File: config.mk
export PLATFORM = sky130hd
export DESIGN_NAME = dmem_arbiter_flat
export DESIGN_NICKNAME = d
export VERILOG_FILES = /design/src/rtl/dmem_arbiter_pkg.sv /design/src/rtl/dmem_arbiter_if.sv /design/src/rtl/dmem_arbiter_rr_pick2.sv /design/src/rtl/dmem_arbiter.sv /design/src/flat_wrapper.sv
export SDC_FILE = /design/constraint.sdc
export NUM_CORES = 1
export LEC_CHECK = 0
export BUFFER_PORTS_ARGS = -buffer_cell sky130_fd_sc_hd__buf_2
export CAP_MARGIN = 30
export CORE_AREA = 4 4 102 104
export CTS_CLUSTER_DIAMETER = 100
export DETAILED_ROUTE_END_ITERATION = 8
export DIE_AREA = 0 0 106 108
export PLACE_DENSITY = 0.74
export SETUP_SLACK_MARGIN = 0.15
export SLEW_MARGIN = 10
export SYNTH_ARGS = -nofsm -noshare
export SYNTH_HDL_FRONTEND = slang
export SYNTH_SLANG_ARGS = --single-unit
File: constraint.sdc
create_clock -name clk -period 3.9 [get_ports clk]
set_input_delay 0.585 -clock clk [delete_from_list [all_inputs] [get_ports clk]]
set_output_delay 0.585 -clock clk [all_outputs]
set_load 0.05 [all_outputs]
File: src/rtl/dmem_arbiter_pkg.sv
// ----------------------------------------------------------------------------
// dmem_arb_pkg
// Shared definitions for the data-memory arbiter slice.
//   arb_state_t   : arbiter FSM states (free arbitration, or locked to a port)
//   P_CORE/P_LOAD : port indices for the core load/store port and the loader
//   DEFAULT_DEPTH : default number of valid word locations in the data memory
//   otherPort()   : returns the index of the opposite port of a 2-port pair
// ----------------------------------------------------------------------------
package dmem_arb_pkg;

   typedef enum logic [1:0] {
      ARB   = 2'd0,
      LOCK0 = 2'd1,
      LOCK1 = 2'd2
   } arb_state_t;

   localparam int P_CORE        = 0;
   localparam int P_LOAD        = 1;
   localparam int DEFAULT_DEPTH = 256;

   // With only two requesters the "other" port is simply the inverted index.
   function automatic logic otherPort(input logic port);
      return ~port;
   endfunction

endpackage

File: src/rtl/dmem_arbiter_if.sv
// ----------------------------------------------------------------------------
// dmem_arbiter_if
// Requester-side bus of the data-memory arbiter: both ports' commands and the
// shared grant/response signals.
//   req[1:0], lock[1:0], wr[1:0] : per-port request, burst-lock hint, write
//   addr0/addr1, wdata0/wdata1   : per-port word address and write data
//   gnt[1:0]                     : combinational one-hot grant
//   rvalid[1:0], rdata, err      : registered response, one cycle after grant
// Modports:
//   master : the requesters (core port and loader), drive commands
//   slave  : the arbiter, drives grant and response
// ----------------------------------------------------------------------------
interface dmem_arbiter_if #(
   parameter int AW = 32,
   parameter int DW = 32
);

   logic [1:0]    req;
   logic [1:0]    lock;
   logic [1:0]    wr;
   logic [AW-1:0] addr0;
   logic [AW-1:0] addr1;
   logic [DW-1:0] wdata0;
   logic [DW-1:0] wdata1;
   logic [1:0]    gnt;
   logic [1:0]    rvalid;
   logic [DW-1:0] rdata;
   logic          err;

   modport master (
      output req, lock, wr, addr0, addr1, wdata0, wdata1,
      input  gnt, rvalid, rdata, err
   );

   modport slave (
      input  req, lock, wr, addr0, addr1, wdata0, wdata1,
      output gnt, rvalid, rdata, err
   );

endinterface

File: src/rtl/dmem_arbiter_rr_pick2.sv
// ----------------------------------------------------------------------------
// rr_pick2
// Combinational 2-way round-robin pick.
//   req_i[1:0] : per-port request
//   rrPtr_i    : port that wins when both request
//   gnt_o[1:0] : one-hot pick, zero when nobody requests
// ----------------------------------------------------------------------------
module rr_pick2
   import dmem_arb_pkg::*;
(
   input  logic [1:0] req_i,
   input  logic       rrPtr_i,
   output logic [1:0] gnt_o
);

   // A lone requester always wins; on contention the round-robin pointer
   // decides, so neither port can starve the other in free arbitration.
   always_comb begin
      gnt_o = 2'b00;
      case (req_i)
         2'b01:   gnt_o[P_CORE] = 1'b1;
         2'b10:   gnt_o[P_LOAD] = 1'b1;
         2'b11: begin
            if (rrPtr_i) begin
               gnt_o[P_LOAD] = 1'b1;
            end else begin
               gnt_o[P_CORE] = 1'b1;
            end
         end
         default: gnt_o = 2'b00;
      endcase
   end

endmodule

File: src/rtl/dmem_arbiter.sv
// ----------------------------------------------------------------------------
// dmem_arbiter
// Shares the single-cycle core's data memory between the core load/store port
// (port 0) and the loader port (port 1). Free arbitration is round-robin; a
// granted port holding lock keeps the memory for a burst that is cut off after
// MAX_BURST grants if the other port is waiting.
//   clk, rst   : clock, synchronous active-high reset
//   bus        : requester bus (slave side), commands in, grant/response out
//   mem_A      : memory word address, from the granted port (port 0 if idle)
//   mem_WD     : memory write data, from the granted port
//   mem_we     : memory write enable, only for granted in-range writes
//   mem_RD     : combinational memory read data
// Parameters: AW/DW address/data width, DEPTH valid words, MAX_BURST limit.
// ----------------------------------------------------------------------------
module dmem_arbiter
   import dmem_arb_pkg::*;
#(
   parameter int AW        = 32,
   parameter int DW        = 32,
   parameter int DEPTH     = DEFAULT_DEPTH,
   parameter int MAX_BURST = 4
) (
   input  logic          clk,
   input  logic          rst,
   dmem_arbiter_if.slave bus,
   output logic [AW-1:0] mem_A,
   output logic [DW-1:0] mem_WD,
   output logic          mem_we,
   input  logic [DW-1:0] mem_RD
);

   localparam int            BW        = $clog2(MAX_BURST + 1);
   localparam logic [AW:0]   DEPTH_EXT = (AW+1)'(DEPTH);
   localparam logic [BW-1:0] BURST_MAX = BW'(MAX_BURST);

   arb_state_t    state_q, state_d;
   logic          rrPtr_q, rrPtr_d;
   logic [BW-1:0] burstCnt_q, burstCnt_d;
   logic [BW-1:0] burstInc;
   logic [1:0]    pick;
   logic [1:0]    gnt;
   logic          lockPort;
   logic          gntIdx;
   logic [AW-1:0] selAddr;
   logic [DW-1:0] selData;
   logic          selWr;
   logic          inRange;
   logic [1:0]    rvalid_q;
   logic [DW-1:0] rdata_q;
   logic          err_q;

   rr_pick2 uPick (
      .req_i   (bus.req),
      .rrPtr_i (rrPtr_q),
      .gnt_o   (pick)
   );

   // Burst length including the grant being made this cycle. It saturates so
   // an uncontended burst can run forever without the counter wrapping.
   always_comb begin
      burstInc = burstCnt_q;
      if (burstCnt_q != BURST_MAX) begin
         burstInc = burstCnt_q + BW'(1);
      end
   end

   // The locked states only differ in which port owns the memory.
   always_comb begin
      lockPort = (state_q == LOCK1);
   end

   // Next-state and grant logic. In ARB the round-robin pick is granted and
   // the pointer moves past the winner; a locked winner starts a burst.
   // In a locked state only the owner is served. The burst ends when the owner
   // stops requesting, stops locking, or has used up MAX_BURST grants while
   // the other port is waiting; in the last case the waiting port gets
   // priority in the very next cycle so there is no idle bubble.
   // Reset suppresses all grants so nothing is written in a reset cycle.
   always_comb begin
      state_d    = state_q;
      rrPtr_d    = rrPtr_q;
      burstCnt_d = burstCnt_q;
      gnt        = 2'b00;
      if (!rst) begin
         case (state_q)
            ARB: begin
               gnt = pick;
               if (|pick) begin
                  rrPtr_d = otherPort(pick[P_LOAD]);
                  if (bus.lock[pick[P_LOAD]]) begin
                     state_d    = pick[P_LOAD] ? LOCK1 : LOCK0;
                     burstCnt_d = BW'(1);
                  end
               end
            end
            LOCK0, LOCK1: begin
               if (!bus.req[lockPort]) begin
                  state_d    = ARB;
                  burstCnt_d = '0;
               end else begin
                  gnt[lockPort] = 1'b1;
                  burstCnt_d    = burstInc;
                  if (!bus.lock[lockPort]) begin
                     state_d    = ARB;
                     burstCnt_d = '0;
                  end else if ((burstInc == BURST_MAX) && bus.req[otherPort(lockPort)]) begin
                     state_d    = ARB;
                     rrPtr_d    = otherPort(lockPort);
                     burstCnt_d = '0;
                  end
               end
            end
            default: begin
               state_d    = ARB;
               burstCnt_d = '0;
            end
         endcase
      end
   end

   // Arbitration state register; reset drops any lock immediately and makes
   // port 0 the winner of the next contention.
   always_ff @(posedge clk) begin
      if (rst) begin
         state_q    <= ARB;
         rrPtr_q    <= 1'b0;
         burstCnt_q <= '0;
      end else begin
         state_q    <= state_d;
         rrPtr_q    <= rrPtr_d;
         burstCnt_q <= burstCnt_d;
      end
   end

   // Memory pin mux. With no grant the core port's command is presented so
   // the address bus has a defined, stable source. The range check compares
   // the full address unsigned, so huge addresses never alias into memory.
   always_comb begin
      gntIdx  = gnt[P_LOAD];
      selAddr = gntIdx ? bus.addr1  : bus.addr0;
      selData = gntIdx ? bus.wdata1 : bus.wdata0;
      selWr   = bus.wr[gntIdx];
      inRange = ({1'b0, selAddr} < DEPTH_EXT);
      mem_we  = (|gnt) & selWr & inRange;
   end

   assign mem_A   = selAddr;
   assign mem_WD  = selData;
   assign bus.gnt = gnt;

   // Response registers. Read data is captured at the grant edge for writes
   // too, which gives the pre-write contents; out-of-range accesses return
   // zero with err set. rdata/err hold between grants.
   always_ff @(posedge clk) begin
      if (rst) begin
         rvalid_q <= 2'b00;
         rdata_q  <= '0;
         err_q    <= 1'b0;
      end else begin
         rvalid_q <= gnt;
         if (|gnt) begin
            rdata_q <= inRange ? mem_RD : '0;
            err_q   <= ~inRange;
         end
      end
   end

   assign bus.rvalid = rvalid_q;
   assign bus.rdata  = rdata_q;
   assign bus.err    = err_q;

endmodule

File: src/flat_wrapper.sv
// flat-port wrapper written by rule: the top's interface ports become plain ports
module dmem_arbiter_flat import dmem_arb_pkg::*;
#(
   parameter int AW        = 32,
   parameter int DW        = 32,
   parameter int DEPTH     = DEFAULT_DEPTH,
   parameter int MAX_BURST = 4
)
  (clk, rst, mem_A, mem_WD, mem_we, mem_RD, bus_req, bus_lock, bus_wr, bus_addr0, bus_addr1, bus_wdata0, bus_wdata1, bus_gnt, bus_rvalid, bus_rdata, bus_err);
  dmem_arbiter_if #(.AW(AW), .DW(DW)) bus_i ();
  input  logic clk;
  input  logic rst;
  output logic [AW-1:0] mem_A;
  output logic [DW-1:0] mem_WD;
  output logic mem_we;
  input  logic [DW-1:0] mem_RD;
  input wire logic [$bits(bus_i.req)-1:0] bus_req;
  input wire logic [$bits(bus_i.lock)-1:0] bus_lock;
  input wire logic [$bits(bus_i.wr)-1:0] bus_wr;
  input wire logic [$bits(bus_i.addr0)-1:0] bus_addr0;
  input wire logic [$bits(bus_i.addr1)-1:0] bus_addr1;
  input wire logic [$bits(bus_i.wdata0)-1:0] bus_wdata0;
  input wire logic [$bits(bus_i.wdata1)-1:0] bus_wdata1;
  output wire logic [$bits(bus_i.gnt)-1:0] bus_gnt;
  output wire logic [$bits(bus_i.rvalid)-1:0] bus_rvalid;
  output wire logic [$bits(bus_i.rdata)-1:0] bus_rdata;
  output wire logic [$bits(bus_i.err)-1:0] bus_err;
  assign bus_i.req = bus_req;
  assign bus_i.lock = bus_lock;
  assign bus_i.wr = bus_wr;
  assign bus_i.addr0 = bus_addr0;
  assign bus_i.addr1 = bus_addr1;
  assign bus_i.wdata0 = bus_wdata0;
  assign bus_i.wdata1 = bus_wdata1;
  assign bus_gnt = bus_i.gnt;
  assign bus_rvalid = bus_i.rvalid;
  assign bus_rdata = bus_i.rdata;
  assign bus_err = bus_i.err;
  dmem_arbiter #(.AW(AW), .DW(DW), .DEPTH(DEPTH), .MAX_BURST(MAX_BURST)) u_core (.clk(clk), .rst(rst), .bus(bus_i), .mem_A(mem_A), .mem_WD(mem_WD), .mem_we(mem_we), .mem_RD(mem_RD));
endmodule
Word-level counts from Yosys, hierarchy flattened
Cells that the tools add are included.
Storage, ports and cells
  register bits: 41
  RAM bits: 0
  word-level logic and storage cells: 82
  latch bits: 0
  memories kept: 0
  bits in read-only memories: 0
  output and inout port bits: 102
Cells by class
  shift operators: 0
  mux-type cells: 41
  $lt $le $gt $ge: 6
  add/sub/neg operators: 1
  multipliers: 0
  div/mod/pow operators: 0
  reduce and logical (&&, ||, !) cells: 10
  eq/ne operators: 13
  bitwise logic cells: 5
Operator list (number)
  two-way mux 32 bit: 3
  < comparator 32 x 9 -> 1 bit, second input constant: 1
  two-way mux 3 bit: 6
  two-way mux 1 bit: 17
  two-way mux 2 bit: 8
  inequality test 2 x 1 -> 1 bit, second input constant: 5
  < comparator 1 x 2 -> 1 bit, second input constant: 4
  one-hot mux 2 bit (2 select lines): 2
  equality test 2 bit, second input constant: 3
  one-hot mux 1 bit (2 select lines): 3
  one-hot mux 3 bit (2 select lines): 1
  OR reduction 2 bit: 3
  AND reduction 5 bit: 1
  equality test 2 x 1 -> 1 bit, second input constant: 2
  inequality test 4 bit, second input constant: 1
  adder 3 x 1 -> 3 bit, second input constant: 1
  equality test 3 bit, second input constant: 1
  inequality test 3 bit, second input constant: 1
  inverter 1 bit: 3
  AND reduction 3 bit: 1
  AND 1 bit: 2
  logical AND 1 bit: 2
  zero test 2 bit: 1
  AND reduction 2 bit: 1
  3 further kinds: 3

Logic depth before layout (Yosys ltp)
Gate-level depths: netlist of the first run.
  word-level depth: 12
  gate-level depth with buffers: 9

Modules after synthesis
A second synthesis of the first run with hierarchy kept.
Unflattened totals
  cells, all modules: 246
  area total of the unflattened synthesis: 2534.9 um^2
By module, submodules not included
  dmem_arbiter: area an instance 2516.2 um^2, cells an instance 243, times used 1
  rr_pick2: area an instance 18.8 um^2, cells an instance 3, times used 1

Worst setup path before layout of the first run
Ideal clock, no wire load.
  kind: input to output
  start point: input rst
  end point: output mem_we
  path slack: 914 ps
  path buffers: 3
  arrival time: 2401 ps
  required time: 3315 ps
  cell stages on the path: 7
  path through: buf_2 -> or2_2 -> a31oi_1 -> o21a_1 -> buf_2 -> buf_4 -> nor2b_1
On the way
  word-level cells in the longest chain between the ends: 5
RTL lines
  start, declared: line flat_wrapper.sv:12  | input logic rst;
  two-way mux 2 bit (*): line dmem_arbiter.sv:84  | if (!rst) begin
  branches (longest 3 deep; another with < comparator 32 x 9 -> 1 bit)
  AND 1 bit (*): line dmem_arbiter.sv:144  | mem_we = (|gnt) & selWr & inRange;
  end, declared: line flat_wrapper.sv:15  | output logic mem_we;
Every way passes the cells marked *. The select of a mux whose other input is x is not followed.

Worst setup path after layout of the first run
  start point: input bus_addr1[31]
  end point: output mem_we
On the way
  word-level cells in the longest chain between the ends: 3
RTL lines
  start, declared: line flat_wrapper.sv:21  | input wire logic [$bits(bus_i.addr1)-1:0] bus_addr1;
  two-way mux 32 bit: line dmem_arbiter.sv:140  | selAddr = gntIdx ? bus.addr1 : bus.addr0;
  < comparator 32 x 9 -> 1 bit: line dmem_arbiter.sv:143  | inRange = ({1'b0, selAddr} < DEPTH_EXT);
  AND 1 bit: line dmem_arbiter.sv:144
No other way between the ends.

==> metrics.md, run 1 <==
| Metric | Value |
|---|---|
| Mapped Cells | `roughly 250` |
| Non-filler cells, final | `643` |
| Post-synth top area share | `between 30% and 40%` |
| TritonCTS clock tree | `yes` |
| Crit path kind | `input pin to primary output` |
| Final hold vios | `0` |
| Filler Cell Count | `around 1000` |
| CTS H-Tree Depth | `2` |
| GPL Wtd Cong | `roughly 1.1` |
| CTS hold repair buffers | `0` |
| Post-DP HPWL | `11.6 mm` |
| Post-synth net total | `approximately 420` |
| Pleak | `between 2 and 2.5 nW` |
| Async SR Flop Fraction | `0%` |
| Postcts setup bufs | `0` |
| PwrDens | `between 400 and 500 mW/mm2` |
| Pin count of the biggest net entering global routing | `52` |
| Vias in the first global route | `around 3200` |
| CORE AREA | `0.00955 mm2` |
| Final wirelength | `around 13 mm` |
| Clock sinks | `approximately 40` |
| Yosys cell types | `44` |
| Final Max Slew Viols | `0` |
| Synth warn | `0` |
| Root Buffer | `clkbuf_8` |
| Die Y | `108 um` |
| Global-route wire length before repair | `between 15 and 20 mm` |
| Measured slew at the worst slew-check pin | `~700 ps` |
| CP endpoint kind | `primary output` |
| Port-buffer cells | `around 270` |
| Final setup viols | `0` |
| Pre-CTS setup slack | `a little under 1000 ps` |
| Worst EP arrival | `2350 ps` |
| DRC viols | `0` |
| Antenna Nets Post-Route | `0` |
| Post-synth EDFFs | `0` |
| Max_cap viols | `0` |
| GRT Total Usage | `between 20 and 25%` |
| CTS clk-pin slew, worst paths | `about 70 ps` |
| CP Launch Type | `input pin` |
| Final clock skew | `around 6.6 ps` |
| GRT overflow | `0` |
| # rows | `36` |
| Fin nets | `approximately 680` |
| Peak VDD IR | `0.185 mV` |
| Main flop type after synthesis | `dfxtp_1` |
| Synth area leader | `dfxtp_1` |
| FF/Latch Area | `approximately 820 um2` |
| I/O pin cnt | `270` |
| Layout cells sized above 1 | `between 60% and 70%` |
| Most frequent cells in the layout | `269 x buf_2, 65 x mux2_2, 41 x dfxtp_1` |
| Total CTS buffers | `5` |
| WP data required | `roughly 3300 ps` |
| Setup TNS | `0 ps` |
| Class of the worst hold path | `register to register` |
| Chip Width | `roughly 110 um` |
| CTS max path bufs | `2` |
| Initial antenna violation count | `2` |
| Post-synthesis sequential area ratio | `between 30 and 40%` |
| Commonest non-fill, non-tap cell in the layout | `buf_2` |
| Post-DR wirelength/cell | `20.9 um` |
| RSZ-0062 raised after global routing | `false` |
| Status | `finished clean` |
| Setup ws final | `963 ps` |
| Drt first pass iters | `4` |
| Final min period | `slightly below 3000 ps` |
| Die area | `between 0.01 and 0.015 mm2` |
| Relative max-transition margin | `52.4%` |
| Register bit total from synthesis | `41` |
| Placed cells | `about 630` |
| DR vias | `3176` |
| Initial Util | `approximately a quarter` |
| F_max | `0.340 GHz` |
| Worst skew pair latency | `between 200 and 300 ps` |
| Multi-input gate area | `roughly 0.0016 mm2` |
| Final Cycle Share | `around three quarters` |
| Post_cts resized | `0` |
| Layout area overhead | `62.3%` |
| Vias per cell | `approximately 4.9` |
| Cell area after synthesis | `0.00250 mm2` |
| DRT iter0 DRCs | `roughly 160` |
| Crit Path Max Fanout | `2` |
| Mapped Avg Cell Area | `just over 10 um2` |
| Synth top area cells | `dfxtp_1 33%, mux2_2 29%, a22o_1 11%, nor4_1 3.2%, ha_1 2.5%` |
## worst max-delay path, stage by stage
cell and delay, ps:
buf_2 110, nor4_1 630, nand2_1 110, nor4_1 230
o21a_1 220, nor2b_1 180, buf_2 290
## layout make-up
| type | instances | area share (%) |
|---|---|---|
| Tap cell | 133 | 4.09 |
| Sequential cell | 41 | 20.2 |
| Multi-Input combinational cell | 181 | 38.9 |
| Clock inverter | 1 | 0.216 |
| Antenna cell | 2 | 0.123 |
| Clock buffer | 6 | 1.79 |
| Timing Repair Buffer | 273 | 34.2 |
| Inverter | 6 | 0.554 |
## stage by stage
stage	util, %	cell area [um2]	hold WS [ps]	total power [mW]
floorplan	-	2500	453	1.20
global placement	41.7	3980	452	1.47
detailed placement	41.7	3980	451	1.48
CTS	42.5	4060	476	1.75
global route	42.6	4060	490	1.83
finish	42.6	4060	476	1.74
## power breakdown
group          leakage (nW)  internal [mW]  switching [mW]  total (mW)
Clock                0.0413          0.124           0.140       0.264
Sequential            0.332          0.441          0.0129       0.454
Combinational          1.68          0.327           0.696        1.02
## Yosys cell counts (all sizes together) (2+ instances only)
| library cell | n |
|---|---|
| clkbuf | 3 |
| nand2b | 2 |
| nand2 | 8 |
| o21ai | 4 |
| o31ai | 2 |
| dfxtp | 41 |
| nand3 | 3 |
| nor4 | 13 |
| mux2 | 65 |
| a21o | 2 |
| a31oi | 2 |
| nor3 | 4 |
| ha | 5 |
| inv | 6 |
| a21oi | 6 |
| o21a | 2 |
| buf | 14 |
| a22o | 32 |
| nor2 | 8 |
| nand4 | 2 |
| nor2b | 2 |
## path summary, 6_finish.rpt
| check | slack (ps) | depth (start not counted) | endpoint | start |
|---|---|---|---|---|
| max | 960 | 7 | mem_we | bus_addr1[31] |
| max reg2reg | 1640 | 7 | u_core.burstCnt_q[0] | u_core.burstCnt_q[0] |
| min reg2reg | 480 | 1 | u_core.bus.rdata[8] | u_core.bus.rdata[8] |
| min | 480 | 1 | u_core.bus.rdata[8] | u_core.bus.rdata[8] |
## kinds of logic after synthesis
logic type / Yosys count / share of synthesized area (%)
and+or+nand+nor: 48 / 10.4
buffers and inverters: 23 / 4.55
adders and majority gates: 5 / 2.50
muxes: 66 / 29.6
AOI/OAI and AO/OA: 61 / 19.8
xor gates and xnor gates: 1 / 0.350
DFF: 41 / 32.8
## state kept, by name, summed over array words and instances (netlist names)
register,count
u_core.bus.err,1
u_core.state_q,2
u_core.bus.rdata,32
u_core.bus.rvalid,2
u_core.rrPtr_q,1
u_core.burstCnt_q,3
## per-layer routing
| layer | track usage [%] | routed length (um) | vias to the layer above | share of wire, % |
|---|---|---|---|---|
| met1 | 27.2 | 5510 | 1462 | 41 |
| met3 | 8.60 | 1660 | 19 | 12 |
| met2 | 35.9 | 5990 | 218 | 45 |
| li1 | - | - | 1477 | - |
| met4 | 5.46 | 261 | 0 | 1.9 |
| met5 | 0 | 0 | - | 0 |
Power figures use the tool's default switching activity.
==> inputs of run 2 (changes only) <==
- PLACE_DENSITY: 0.74 -> 0.76
- clock period: 3.9 -> 2.58 ns (I/O delays scaled with it)
==> metrics.md, run 2 (synthesized netlist as in run 1, its figures left out) <==
| Metric | Value |
|---|---|
| Status | `finished clean (unchanged)` |
| Vias in the first global route | `3140 (was 3235)` |
| Int Power | `1.67 mW (was 892 uW)` |
| Max_cap viols | `0 (unchanged)` |
| Final Max Slew Viols | `0 (unchanged)` |
| Hold path start | `mem_RD[30] (was u_core.bus.rdata[8])` |
| Hold Path Stages | `2 (was 1)` |
| Pin count of the biggest net entering global routing | `34 (was 52)` |
| Total CTS buffers | `5 (unchanged)` |
| PwrDens | `638 mW/mm2 (was 429 mW/mm2)` |
| Final setup viols | `0 (unchanged)` |
| Switching power | `1.36 mW (was 849 uW)` |
| Final wirelength | `13.2 mm (was 13.4 mm)` |
| Terminus of the critical flop-to-flop path | `u_core.burstCnt_q[0] (unchanged)` |
| Switching fraction of total power | `44.8% (was 48.8%)` |
| Clock sinks | `41 (unchanged)` |
| Vias per cell | `5.06 (was 4.94)` |
| Final hold vios | `0 (unchanged)` |
| Relative max-transition margin | `52.5% (was 52.4%)` |
| CTS max path bufs | `2 (unchanged)` |
| Measured slew at the worst slew-check pin | `703 ps (was 705 ps)` |
| Layout area overhead | `89.9% (was 62.3%)` |
| Port-buffer cells | `269 (unchanged)` |
| Worst skew pair latency | `280 ps (was 290 ps)` |
| WP data required | `2190 ps (was 3310 ps)` |
| I/O pin cnt | `270 (unchanged)` |
| CP endpoint kind | `primary output (unchanged)` |
| DR vias | `3307 (was 3176)` |
| Peak VDD IR | `0.239 mV (was 0.185 mV)` |
| Class of the worst hold path | `input pin to register (was register to register)` |
| RSZ-0062 raised after global routing | `true (was false)` |
| Ant diodes | `0 (was 2)` |
| CTS H-Tree Depth | `2 (unchanged)` |
| Placed cells | `635 (was 634)` |
| Combinational power share | `64.2% (was 58.8%)` |
| Chip Width | `106 um (unchanged)` |
| Multi-input gate area | `0.00165 mm2 (was 0.00158 mm2)` |
| GRT overflow | `0 (unchanged)` |
| CP Launch Type | `register (was input pin)` |
| Max reg flops | `32 (unchanged)` |
| DRT iter0 DRCs | `318 (was 161)` |
| Setup TNS | `0 ps (unchanged)` |
| Initial Util | `26.2% (unchanged)` |
| Crit path kind | `register to primary output (was input pin to primary output)` |
| Final min period | `2420 ps` |
| Die area | `0.0114 mm2 (unchanged)` |
| Final core occ | `49.8% (was 42.6%)` |
| GRT Total Usage | `19.5% (was 21.9%)` |
| Global-route wire length before repair | `17.3 mm (was 18.8 mm)` |
| Post-DP HPWL | `10.1 mm (was 11.6 mm)` |
| Hold Path End | `u_core.bus.rdata[30] (was u_core.bus.rdata[8])` |
| Most frequent cells in the layout | `204 x buf_2, 65 x mux2_2, 65 x buf_6 (was 269 x buf_2, 65 x mux2_2, 41 x dfxtp_1)` |
| Root Buffer | `clkbuf_8 (unchanged)` |
| CORE AREA | `0.00955 mm2 (unchanged)` |
| F_max | `about 0.41 GHz` |
| Non-filler cells, final | `654 (was 643)` |
| Filler Cell Count | `872 (was 997)` |
| Post-DR wirelength/cell | `20.2 um (was 20.9 um)` |
| Fin nets | `693 (was 681)` |
| Crit Path Max Fanout | `8 (was 2)` |
| Pleak | `2.29 nW (was 2.05 nW)` |
| Layout cells sized above 1 | `71.2% (was 68.7%)` |
| Commonest non-fill, non-tap cell in the layout | `buf_2 (unchanged)` |
| TritonCTS clock tree | `yes (unchanged)` |
| Final Cycle Share | `94.0%` |
| Die Y | `108 um (unchanged)` |
| # rows | `36 (unchanged)` |
| Final clock skew | `2.34 ps (was 6.65 ps)` |
| R2R cell count | `7 (unchanged)` |
| Worst EP arrival | `2040 ps (was 2350 ps)` |
| Antenna Nets Post-Route | `0 (unchanged)` |
| Drt first pass iters | `4 (unchanged)` |
| GPL Wtd Cong | `1.02 (was 1.15)` |
| Clock group share of total power | `12.9% (was 15.2%)` |
| R2R Setup Slk | `320 ps (was 1640 ps)` |
| Share of power burned in registers | `22.9% (was 26.0%)` |
| FF/Latch Area | `823 um2 (was 821 um2)` |
| Initial antenna violation count | `1 (was 2)` |
| Worst R2R Start | `u_core.burstCnt_q[0] (unchanged)` |
| DRC viols | `0 (unchanged)` |
| CTS clk-pin slew, worst paths | `70 ps (about the same)` |
-- run 2: cell count changes in the layout (fill, tap and decap cells not counted), moves of 3 or more --
| cell | delta |
|---|---|
| ha_4 | +3 |
| ha_1 | -3 |
| buf_4 | +4 |
| buf_6 | +65 |
| buf_2 | -65 |
| clkbuf_16 | +3 |
-- run 2: what timing repair did --
item                                   in CTS  in global routing
gates cloned                                2                  3
pin swaps                                   2                  3
endpoints found under the hold margin       0                  0
hold buffers                                0                  0
setup buffers                               4                  2
resized for setup                          76                 75
setup endpoints to repair                  65                 65
-- run 2: critical path: stages, from the launching register on --
cell and delay, ps:
dfxtp_2 360, ha_4 180, nor2_4 150, nand2_4 80
nor2_4 130, buf_12 160, clkbuf_16 160, mux2_2 360
buf_6 160
-- run 2: routing by layer --
| metal | up-vias | share of wire [%] | track usage [%] |
|---|---|---|---|
| li1 | 1501 | - | - |
| met1 | 1559 | 36 | 21.7 |
| met2 | 219 | 52 | 35.3 |
| met3 | 26 | 9.8 | 7.16 |
| met4 | 2 | 2.1 | 4.72 |
| met5 | - | 0.098 | 0 |
-- run 2: worst max path at each step --
stage	start	end	slack (ps)	depth (start not counted)
after floorplan	u_core.state_q[0]	mem_A[10]	190	7
final	u_core.state_q[1]	mem_A[11]	160	8
after detailed placement	u_core.state_q[0]	mem_WD[1]	260	7
after global routing	u_core.state_q[1]	mem_WD[17]	110	8
after CTS	u_core.state_q[1]	mem_A[6]	150	8
after global placement	rst	mem_we	260	7
-- run 2: power groups by stage --
stage               combinational (mW)  clock [mW]  sequential (mW)
finish                            1.95       0.392            0.695
global route                      2.02       0.438            0.698
CTS                               1.73       0.413            0.690
detailed placement                1.52           0            0.701
global placement                  1.49           0            0.698
floorplan                         1.08           0            0.729
-- run 2: stage by stage --
| step | hold slack, ps | setup WS, ps | power, mW | area, um2 |
|---|---|---|---|---|
| final | 319 | 155 | 3.03 | 4750 |
| after global placement | 451 | 255 | 2.18 | 3990 |
| after global routing | 303 | 106 | 3.16 | 4750 |
| after floorplan | 453 | 190 | 1.81 | 2510 |
| after detailed placement | 453 | 262 | 2.22 | 4010 |
| after CTS | 303 | 147 | 2.83 | 4400 |
-- run 2: cell type report --
type	instances	area share (%)
Clock inverter	1	0.158
Timing Repair Buffer	285	42.3
Clock buffer	7	1.61
Sequential cell	41	17.3
Inverter	6	0.474
Multi-Input combinational cell	181	34.7
Tap cell	133	3.50
